[src/rtl/conv_window_sequencer.sv]
// Snapshots one multi-channel image and kernel set on start, then streams one zero-padded
// input window per output pixel (row-major) over valid/ready. Optional win_last port: CONV_WIN_LAST_EN.
module conv_window_sequencer #(
    parameter int DATA_WIDTH = 16,
    parameter int IN_CH      = 2,
    parameter int IMG_LEN    = 4,
    parameter int IMG_WID    = 4,
    parameter int K_LEN      = 3,
    parameter int K_WID      = 3,
    parameter int STRIDE     = 1,
    parameter int PADDING    = 0,
    localparam int OUT_LEN   = (IMG_LEN + 2*PADDING - K_LEN) / STRIDE + 1,
    localparam int OUT_WID   = (IMG_WID + 2*PADDING - K_WID) / STRIDE + 1,
    localparam int CW        = $clog2((OUT_LEN > OUT_WID) ? OUT_LEN : OUT_WID) + 1,
    localparam int IMG_BITS  = IN_CH*IMG_WID*IMG_LEN*DATA_WIDTH,
    localparam int WIN_BITS  = IN_CH*K_WID*K_LEN*DATA_WIDTH
) (
    input  logic                clk,
    input  logic                reset,
    input  logic                start,
    input  logic [IMG_BITS-1:0] image,
    input  logic [WIN_BITS-1:0] weight,
    output logic                win_valid,
    input  logic                win_ready,
    output logic [WIN_BITS-1:0] img_win,
    output logic [WIN_BITS-1:0] weight_win,
    output logic [CW-1:0]       out_row,
    output logic [CW-1:0]       out_col,
    output logic                busy,
`ifdef CONV_WIN_LAST_EN
    output logic                win_last,
`endif
    output logic                done
);

    if (OUT_LEN < 1 || OUT_WID < 1 || STRIDE < 1) begin : g_bad_geometry
        $error("conv_window_sequencer: kernel does not fit the padded image or STRIDE < 1");
    end

    localparam logic [CW-1:0] LAST_COL = CW'(OUT_LEN - 1);
    localparam logic [CW-1:0] LAST_ROW = CW'(OUT_WID - 1);

    typedef enum logic [1:0] {IDLE, LOAD, STREAM} state_t;

    state_t                state_q, state_d;
    logic [IMG_BITS-1:0]   img_snap_q;
    logic [WIN_BITS-1:0]   wgt_snap_q;
    logic [WIN_BITS-1:0]   img_win_q, img_win_d;
    logic [WIN_BITS-1:0]   wgt_win_q, wgt_win_d;
    logic [CW-1:0]         row_q, row_d;
    logic [CW-1:0]         col_q, col_d;
    logic                  valid_q, valid_d;
    logic                  busy_q, busy_d;
    logic                  done_q, done_d;
    logic                  snap_en;
    logic                  accept;
    logic                  last_win;

    // Gathers the K_WID x K_LEN window of every channel for output pixel (r, x);
    // taps landing in the padding border read as zero.
    function automatic logic [WIN_BITS-1:0] extract(input logic [IMG_BITS-1:0] snap,
                                                    input int r, input int x);
        logic [WIN_BITS-1:0] w;
        int pr, px, src, dst;
        w = '0;
        for (int c = 0; c < IN_CH; c++) begin
            for (int j = 0; j < K_WID; j++) begin
                for (int k = 0; k < K_LEN; k++) begin
                    pr  = r*STRIDE + j;
                    px  = x*STRIDE + k;
                    dst = ((c*K_WID + j)*K_LEN + k)*DATA_WIDTH;
                    if (pr >= PADDING && pr < IMG_WID + PADDING &&
                        px >= PADDING && px < IMG_LEN + PADDING) begin
                        src = ((c*IMG_WID + pr - PADDING)*IMG_LEN + px - PADDING)*DATA_WIDTH;
                        w[dst +: DATA_WIDTH] = snap[src +: DATA_WIDTH];
                    end
                end
            end
        end
        return w;
    endfunction

    assign accept   = valid_q & win_ready;
    assign last_win = (row_q == LAST_ROW) && (col_q == LAST_COL);

    always_comb begin
        // NOTE: every signal gets a default before the case so no path leaves it unassigned (no latch).
        state_d   = state_q;
        img_win_d = img_win_q;
        wgt_win_d = wgt_win_q;
        row_d     = row_q;
        col_d     = col_q;
        valid_d   = valid_q;
        busy_d    = busy_q;
        done_d    = 1'b0;
        snap_en   = 1'b0;
        case (state_q)
            IDLE: begin
                if (start) begin
                    snap_en = 1'b1;
                    busy_d  = 1'b1;
                    row_d   = '0;
                    col_d   = '0;
                    state_d = LOAD;
                end
            end
            LOAD: begin
                img_win_d = extract(img_snap_q, 0, 0);
                wgt_win_d = wgt_snap_q;
                valid_d   = 1'b1;
                state_d   = STREAM;
            end
            STREAM: begin
                if (accept) begin
                    if (last_win) begin
                        valid_d = 1'b0;
                        busy_d  = 1'b0;
                        done_d  = 1'b1;
                        state_d = IDLE;
                    end else begin
                        if (col_q == LAST_COL) begin
                            col_d = '0;
                            row_d = row_q + 1'b1;
                        end else begin
                            col_d = col_q + 1'b1;
                        end
                        img_win_d = extract(img_snap_q, int'(row_d), int'(col_d));
                    end
                end
            end
            default: state_d = IDLE;
        endcase
    end

    // NOTE: sequential state uses non-blocking assignments so all registers update together.
    always_ff @(posedge clk) begin
        if (reset) begin
            state_q   <= IDLE;
            img_win_q <= '0;
            wgt_win_q <= '0;
            row_q     <= '0;
            col_q     <= '0;
            valid_q   <= 1'b0;
            busy_q    <= 1'b0;
            done_q    <= 1'b0;
        end else begin
            state_q   <= state_d;
            img_win_q <= img_win_d;
            wgt_win_q <= wgt_win_d;
            row_q     <= row_d;
            col_q     <= col_d;
            valid_q   <= valid_d;
            busy_q    <= busy_d;
            done_q    <= done_d;
        end
    end

    // NOTE: the snapshot is never read before it is loaded, so it carries no reset.
    always_ff @(posedge clk) begin
        if (snap_en && !reset) begin
            img_snap_q <= image;
            wgt_snap_q <= weight;
        end
    end

    assign win_valid  = valid_q;
    assign img_win    = img_win_q;
    assign weight_win = wgt_win_q;
    assign out_row    = row_q;
    assign out_col    = col_q;
    assign busy       = busy_q;
    assign done       = done_q;

`ifdef CONV_WIN_LAST_EN
    assign win_last = valid_q & last_win;
`endif

endmodule
[config.mk]
export PLATFORM = sky130hd
export DESIGN_NAME = conv_window_sequencer
export DESIGN_NICKNAME = d
export VERILOG_FILES = /design/src/rtl/conv_window_sequencer.sv
export SDC_FILE = /design/constraint.sdc
export NUM_CORES = 2
export LEC_CHECK = 0
export CORE_AREA = 2 2 535 537
export DETAILED_ROUTE_END_ITERATION = 12
export DIE_AREA = 0 0 537 539
export PLACE_DENSITY = 0.5
export SLEW_MARGIN = 20
export SYNTH_ARGS = -nofsm -noshare
export SYNTH_HDL_FRONTEND = slang
export SYNTH_SLANG_ARGS = --single-unit
[constraint.sdc]
create_clock -name clk -period 121 [get_ports clk]
set_input_delay 24.2 -clock clk [delete_from_list [all_inputs] [get_ports clk]]
set_output_delay 24.2 -clock clk [all_outputs]
set_load 0.02 [all_outputs]
==> impl_metrics.json <==
{
  "outcome": "finished clean",
  "power_frac_seq": 0.429,
  "startpoint": "start",
  "crit_path_start_kind": "primary input",
  "die_x_um": 537,
  "overflow": 0,
  "synth.top_cells.by_count": "nand2_1, edfxtp_1, dfxtp_1, nor2_1, a21oi_1",
  "syn_avg_cell_area_um2": 10.8,
  "fin_total_pwr_w": 0.00130,
  "synth-edff-count": 800,
  "vias_per_cell": 5.30,
  "final_nets": 7874,
  "p_sw_frac": 0.295,
  "p_leak_nw": 28.3,
  "h-tree-depth": 4,
  "clk_pin_slew_ps": 60,
  "die_h_um": 539,
  "port_buffers": 1386,
  "final.setup.tns_ps": 0,
  "path_delay_family": "buffers and inverters",
  "combPwrFrac": 0.150,
  "fin_skew_ps": 69.0,
  "wl_per_cell_um": 39.4,
  "grt_pass1_vias": 54965,
  "end_kind": "register",
  "die-area_um2": 289000,
  "synth.most_common_cell": "nand2_1",
  "synth_nets": 6750,
  "wl_um": 433000,
  "design.core.area_um2": 284000,
  "hold_path_class": "reg -> reg",
  "maxCapViolations": 0,
  "dr.pass1.iters": 8,
  "synth_cell_types": 58,
  "multiInputGateArea_um2": 26000,
  "fill_cells": 29120,
  "netlist_area_um2": 64000,
  "grt_max_degree": 247,
  "power.share.clock": 0.420,
  "seqCellArea_um2": 35700,
  "area_delta_synth_final_pct": 36.1,
  "cp.required_ps": 121450,
  "ys.flop_type": "edfxtp_1",
  "rows": 196,
  "finalHoldViolations": 0,
  "drive_gt1_frac": 0.0897,
  "clkSinkCount": 1385,
  "worst_slack_ps": 92480,
  "synth_top_area_share": 0.375,
  "cts_root_buf": "clkbuf_16",
  "crit_top_cell": "buf_4",
  "clock_path_buffers": 4,
  "internal_power_w": 0.000915,
  "hold_buffers": 0,
  "fin_crit_ps": 28520,
  "grt_pass1_wl_um": 552000,
  "slowest_stage": "buf_4",
  "slowest_delay_ps": 890,
  "track_usage": 0.287,
  "antenna_found_initial": 71,
  "path_buf_inv": 5,
  "ys_seq_area_frac": 0.559,
  "r2r_start": "out_col[1]",
  "ys_seq_elements": 1385,
  "min-delay-start": "weight_win[151]",
  "cts_tree": "done",
  "slew_headroom": 0.0928,
  "critPathMaxFanout": 78,
  "ir_drop_mv": 0.0108,
  "worst_pin_slew_ps": 1360,
  "final_util": 0.307,
  "initial_utilization": 0.225,
  "drcViolationCount": 0,
  "drt_iter0_drc": 7767,
  "finalCritPeriodShare": 0.236,
  "cts_resized": 0,
  "p_switching_w": 0.000382,
  "place.gp.congestion": 1.01,
  "yosys.area.top_type": "edfxtp_1",
  "insertion_delay_ps": 890,
  "power.density_nw_per_um2": 14.9,
  "cts_setup_buffers": 0,
  "dp_hpwl_um": 344000,
  "setup_viol_count_final": 0,
  "critPathKind": "in -> reg",
  "rsz0062_at_grt": "no",
  "synthCells": 5938,
  "async_flop_share": 0,
  "num_vias": 58329,
  "numCtsBuffers": 175,
  "yosys-top-cells-area": "edfxtp_1, dfxtp_1, nand2_1",
  "slew_viol_final": 0,
  "fmaxAchievable_ghz": 0.0351,
  "path_cells": "clkdlybuf4s50_1 > nor2b_1 > nor3b_4 > buf_4 > buf_4 > buf_4 > buf_4",
  "post-place-ws_ps": 91520,
  "crit_arrival_ps": 28970,
  "ys_warn_count": 0,
  "pin_count": 1387,
  "postRouteAntennaNets": 0
}
## through the flow
step	hold slack, ps	instances	area (um^2)
2_1_floorplan	471	5938	64000
3_3_place_gp	443	10647	81100
3_5_place_dp	446	10647	81100
4_1_cts	455	10966	87000
5_1_grt	469	10967	87000
6_report	452	10999	87100
## final timing paths
path / endpoint / cells after the start / slack, ps
worst max-delay path: img_snap_q[203] / 7 / 92480
worst min-delay path: weight_win[151] / 2 / 450
worst max register to register: img_win[235] / 10 / 115130
worst min register to register: weight_win[151] / 2 / 450
## worst register-to-register path, cell delays in order, from the launching register on
cell,delay (ps)
dfxtp_4,520
nor2b_1,600
xnor2_4,190
buf_4,640
ha_4,270
ha_4,720
clkinv_2,710
buf_4,550
o32ai_1,740
a22oi_1,460
a311oi_1,380
## sequential cells by signal (all words and copies together), names as in the netlist
signal / count
busy: 1
done: 1
img_snap_q: 512
img_win: 288
out_col: 2
out_row: 2
state_q: 2
weight_win: 288
wgt_snap_q: 288
win_valid: 1
## power groups by stage
stage,registers (W),clock network [W],logic [W]
5_1_grt,0.000558,0.000572,0.000202
2_1_floorplan,0.000592,0,0.0000686
3_3_place_gp,0.000566,0,0.000192
3_5_place_dp,0.000566,0,0.000193
6_report,0.000557,0.000545,0.000195
4_1_cts,0.000556,0.000554,0.000193
## cell usage in the layout, fill, tap and decap left out, types with 130 or more instances in the layout
cell | netlist | final
mux2i_1 | 329 | 329
nand2_1 | 992 | 991
nor2b_1 | 164 | 162
o21ai_0 | 384 | 380
edfxtp_1 | 800 | 800
a21oi_1 | 484 | 484
a311oi_1 | 159 | 159
dfxtp_1 | 585 | 583
o32ai_1 | 185 | 183
nor2_1 | 518 | 515
mux4_2 | 130 | 130
clkdlybuf4s50_1 | 0 | 1385
clkbuf_16 | 0 | 179
## kinds of logic (layout without fill, tap and decap cells)
| kind of cell | count (synthesis) | after routing | share of synthesized area |
|---|---|---|---|
| xor+xnor | 2 | 2 | 0.000567 |
| buf+inv | 539 | 1805 | 0.0374 |
| flops | 1385 | 1385 | 0.559 |
| mux | 561 | 561 | 0.115 |
| compound gates | 1602 | 1602 | 0.165 |
| fa+ha+maj | 8 | 8 | 0.00156 |
| simple gates | 1841 | 1841 | 0.121 |
| other cells | 0 | 33 | 0 |
## layer usage
layer  track usage  up-vias  part of all wire  wire [um]
met5             0        -           0.00052        225
met4         0.158       36             0.065      28200
met3        0.0885      737              0.10      44400
met2         0.446     3741              0.44     192000
met1         0.352    29335              0.39     168000
li1              -    24480                 -          -
## cell type report
cell class	instances	share of cell area
multi-input cells	4014	0.299
flip-flops and latches	1385	0.410
repair buffers	1472	0.168
diodes	33	0.000948
clock inverters	94	0.0123
inverters	14	0.000733
well taps	3762	0.0540
clock buffers	225	0.0550
Note: power is estimated with default switching activity, not from simulation.
